<file path="src/rtl/inst_mem_loader.sv">
// Program loader: packs UART bytes into 32-bit words and writes
// them to instruction memory until HALT or the memory is full.
module inst_mem_loader #(
  parameter int NB_DATA   = 32,
  parameter int NB_BYTE   = 8,
  parameter int ADDRWIDTH = 7,
  parameter logic [NB_DATA-1:0] HALT_INST = 32'hFFFFFFFF
) (
  input  logic                 clock_i,
  input  logic                 reset_i,
  input  logic                 locked_i,
  input  logic                 start_i,
  input  logic [NB_BYTE-1:0]   rx_data_i,
  input  logic                 rx_done_i,
  output logic [NB_DATA-1:0]   wr_data_o,
  output logic [ADDRWIDTH-1:0] wr_addr_o,
  output logic                 en_write_o,
  output logic                 busy_o,
  output logic                 done_o,
  output logic                 overflow_o,
  output logic [ADDRWIDTH:0]   count_o
);

  localparam int NBYTES = NB_DATA / NB_BYTE;
  localparam int BCW    = $clog2(NBYTES);

  localparam logic [BCW-1:0] LAST_BYTE =
    BCW'(NBYTES - 1);
  localparam logic [ADDRWIDTH-1:0] ADDR_MAX = '1;
  localparam logic [ADDRWIDTH:0] COUNT_MAX =
    (ADDRWIDTH+1)'(2 ** ADDRWIDTH);

  typedef enum logic [2:0] {
    IDLE,
    RECV,
    WRITE,
    DONE,
    ERROR
  } state_t;

  state_t state;
  state_t next_state;

  logic [BCW-1:0]       byte_cnt;
  logic [NB_DATA-1:0]   word;
  logic [NB_DATA-1:0]   shifted;
  logic [ADDRWIDTH-1:0] addr;
  logic                 launch;
  logic                 take_byte;
  logic                 word_full;

  assign shifted = {word[NB_DATA-NB_BYTE-1:0], rx_data_i};

  // A byte arriving during WRITE belongs to the next word.
  assign take_byte = rx_done_i &&
    (state == RECV || state == WRITE);

  assign word_full = state == RECV && rx_done_i &&
    byte_cnt == LAST_BYTE;

  assign launch = start_i && locked_i &&
    (state == IDLE || state == DONE || state == ERROR);

  // State register.
  always_ff @(posedge clock_i or negedge reset_i) begin
    if (!reset_i) state <= IDLE;
    else          state <= next_state;
  end

  // Next-state logic.
  always_comb begin
    next_state = state;
    unique case (state)
      IDLE, DONE, ERROR: begin
        if (launch) next_state = RECV;
      end
      RECV: begin
        if (word_full) next_state = WRITE;
      end
      WRITE: begin
        if (wr_data_o == HALT_INST)
          next_state = DONE;
        else if (addr == ADDR_MAX)
          next_state = ERROR;
        else
          next_state = RECV;
      end
      default: next_state = IDLE;
    endcase
  end

  // Status and write-enable decode from the current state.
  always_comb begin
    en_write_o = 1'b0;
    busy_o     = 1'b0;
    done_o     = 1'b0;
    overflow_o = 1'b0;
    unique case (state)
      RECV:  busy_o = 1'b1;
      WRITE: begin
        busy_o     = 1'b1;
        en_write_o = 1'b1;
      end
      DONE:  done_o     = 1'b1;
      ERROR: overflow_o = 1'b1;
      default: ;
    endcase
  end

  // Byte assembly, write port latches, address and word count.
  always_ff @(posedge clock_i or negedge reset_i) begin
    if (!reset_i) begin
      byte_cnt  <= '0;
      word      <= '0;
      addr      <= '0;
      count_o   <= '0;
      wr_data_o <= '0;
      wr_addr_o <= '0;
    end else if (launch) begin
      byte_cnt <= '0;
      addr     <= '0;
      count_o  <= '0;
    end else begin
      if (take_byte) begin
        word     <= shifted;
        byte_cnt <= byte_cnt + 1'b1;
      end
      if (word_full) begin
        wr_data_o <= shifted;
        wr_addr_o <= addr;
      end
      if (state == WRITE) begin
        if (count_o != COUNT_MAX)
          count_o <= count_o + 1'b1;
        if (next_state == RECV)
          addr <= addr + 1'b1;
      end
    end
  end

endmodule
</file>
<file path="config.mk">
export PLATFORM = sky130hd
export DESIGN_NAME = inst_mem_loader
export DESIGN_NICKNAME = d
export VERILOG_FILES = /design/src/rtl/inst_mem_loader.sv
export SDC_FILE = /design/constraint.sdc
export NUM_CORES = 1
export LEC_CHECK = 0
export CORE_MARGIN = 8
export CORE_UTILIZATION = 62
export CTS_CLUSTER_DIAMETER = 50
export CTS_CLUSTER_SIZE = 14
export DETAILED_ROUTE_END_ITERATION = 8
export DONT_BUFFER_PORTS = 1
export HOLD_SLACK_MARGIN = 0.05
export PLACE_DENSITY = 0.78
export SYNTH_ARGS = -nofsm -noshare
export SYNTH_HDL_FRONTEND = slang
export SYNTH_SLANG_ARGS = --single-unit
</file>
<file path="constraint.sdc">
create_clock -name clock_i -period 2 [get_ports clock_i]
set_clock_uncertainty 0.1 [all_clocks]
set_input_delay 0.6 -clock clock_i [delete_from_list [all_inputs] [get_ports clock_i]]
set_output_delay 0.6 -clock clock_i [all_outputs]
set_load 0.01 [all_outputs]
</file>
==> metrics.txt <==
fin crit share 0.992; largest net degree at the start of global routing 84; Global Route Usage Sum 0.166; HPWL after detailed placement 4540 µm; asr flop ratio synth 1.00; Iteration-0 DRC Markers 107; FMAX 0.504 GHz; Slew headroom 0.711; DP Worst Slack 117 ps; TritonCTS Sinks 83; die height 90.8 µm; GP Congestion 0.773; number of synthesized flops with an enable pin 0; Final ANT Viol Nets 0; Yosys top cell area share 0.599; global-route wire length before repair 10900 µm; ANT cells 0; Die Area 0.00824 mm²; Synth Flop Type dfrtp_1; clk_lat worst skew 340 ps; endpoints failing hold 83; Crit Path Max Fanout 5; H-tree Lvls 3; total CTS buffers 9; Row Count 27; top-count cell post-synth dfrtp_1; port bufs 0; post-synth cell types 35; Setup Crit Path Kind flip-flop to output pin; status finished, violations left; PwrDens 1530 mW/mm²; Slew Viols, Final 0; failing checks hold timing; P&R area growth vs syn 10.3%; post-synth top area cell dfrtp_1; top cells by area, synth dfrtp_1 (60%), mux2_2 (20%), nand4_1 (2.5%), nor2_1 (1.6%), nand2_1 (1.5%); Critical Path Max Stage Delay 440 ps; crit-path cells or3b_4, clkinv_4; CTS root buf clkbuf_8; Via density 5.90; crit path DAT 1280 ps; Routed WL 6560 µm; core area 0.00544 mm²; GR Overflow Total 0; MaxCap Viol Count 0; via count 2029; Yosys Warn Count 0; syn_nets 273; vias in the first global route 2069; post-route insts no fill 344; residual DRC count 0; Syn Std Cell Area 0.00347 mm²; CP max-delay cell or3b_4; WL/cell 19.1 µm; cell count after placement 327; mean area per synthesized cell 13.5 µm²; initial antenna violation count 0; Mapped Cells 256; Nets 286; Reg clk slew, reported paths 80 ps; Leak 1.70 nW; I/O pin cnt 64; minimum clock period 1980 ps; placed cell areas 0.00360 mm²; Reg2Reg Depth 6; layout cell share with drive strength beyond 1 0.364; Max IR drop VDD 0.916 mV; Min Hold Slack -151 ps; CTS tree yes; Die X 90.8 µm; maximum clock insertion buffer count 2; Design Area, Final 0.00383 mm²; worst setup margin 16.9 ps; worst hold path type input port to async pin; Crit. End Element output pin; initial core utilization 0.638; drt first pass iters 4; total power 5.85 mW; Seq/Total Area, Yosys 0.599; Worst-Margin Slew 430 ps; RSZ-0062 raised after global routing true; #FFs+latches synth 83; Req. time, crit path 1300 ps; CP startpoint kind flip-flop; final setup fails 0; Post-synth top cells dfrtp_1 (83), mux2_2 (63), nor2_1 (15), nand2_1 (14), nand4_1 (14)
## through the flow
| step | utilization | hold slack [ps] | TNS [ps] |
|---|---|---|---|
| after global routing | 0.703 | -173 | -24.3 |
| after CTS | 0.701 | -169 | -2.58 |
| after floorplan | - | 204 | 0 |
| final | 0.703 | -151 | 0 |
| after global placement | 0.662 | 207 | 0 |
| after detailed placement | 0.662 | 207 | 0 |
## cell usage in the layout, fill, tap and decap left out, types with 2 or more instances in the layout
master,instances
o21ai_0,3
mux2i_1,4
xnor2_1,4
bufinv_16,2
mux2_2,63
and2_1,4
ha_1,4
nand4_1,14
clkbuf_1,2
nor4_1,2
a31o_2,2
xor2_1,4
nand3_1,6
a21oi_1,4
clkbuf_8,9
buf_12,2
inv_1,5
and3_1,2
nor2_1,13
nand2_1,14
dfrtp_1,82
buf_4,8
## worst paths after layout
kind	to	slack, ps	startpoint
worst max-delay path	en_write_o	20	state[2]
worst min register to register	addr[4]	390	addr[4]
max in group asynchronous	state[1]	1820	reset_i
worst min-delay path	wr_data_o[30]	-150	reset_i
min in group clock_i	word[4]	310	rx_data_i[4]
worst max register to register	addr[1]	100	wr_data_o[23]
## layer usage
metal,GRT usage,vias to the layer above,routed length [µm]
met1,0.214,1027,2890
met3,0.0682,9,558
met2,0.233,60,2990
met4,0.0832,0,121
li1,-,933,-
met5,0,-,0
## critical path, delay by kind of cell, from the launching register on
kind / cells / cell delay, ps
simple gates: 1 / 440
flops: 1 / 420
buf+inv: 1 / 90
## layout make-up
| type | count | area, µm² |
|---|---|---|
| Sequential cell | 83 | 2080 |
| Fill cell | 376 | 1610 |
| Multi-Input combinational cell | 159 | 1330 |
| Clock buffer | 11 | 131 |
| Timing Repair Buffer | 10 | 100 |
| Tap cell | 72 | 90.1 |
| Clock inverter | 3 | 65.1 |
| Inverter | 6 | 27.5 |
## cells by family after synthesis
kind of cell	synth area share
muxes	0.216
xor gates and xnor gates	0.0202
buffers and inverters	0.0209
adders and majority gates	0.0144
DFF	0.599
AOI/OAI and AO/OA	0.0336
and+or+nand+nor	0.0960
## flip-flops by register name, indices dropped and copies added, names as in the netlist
register,flops
wr_addr_o,7
state,3
count_o,8
addr,7
byte_cnt,2
wr_data_o,32
word,24
## power by group
part	switching (mW)	leakage [nW]	internal, mW
Sequential	0.848	1.04	2.41
Combinational	0.523	0.563	0.853
Clock	0.527	0.0992	0.689
## what timing repair did
item / in CTS / in global routing
gates cloned: 0 / 0
gates resized for setup: 4 / 1
pin swaps: 1 / 0
hold endpoints to repair: 83 / 83
setup endpoints to repair: 2 / 3
setup buffers: 1 / 2
(Power assumes the default switching activity.)
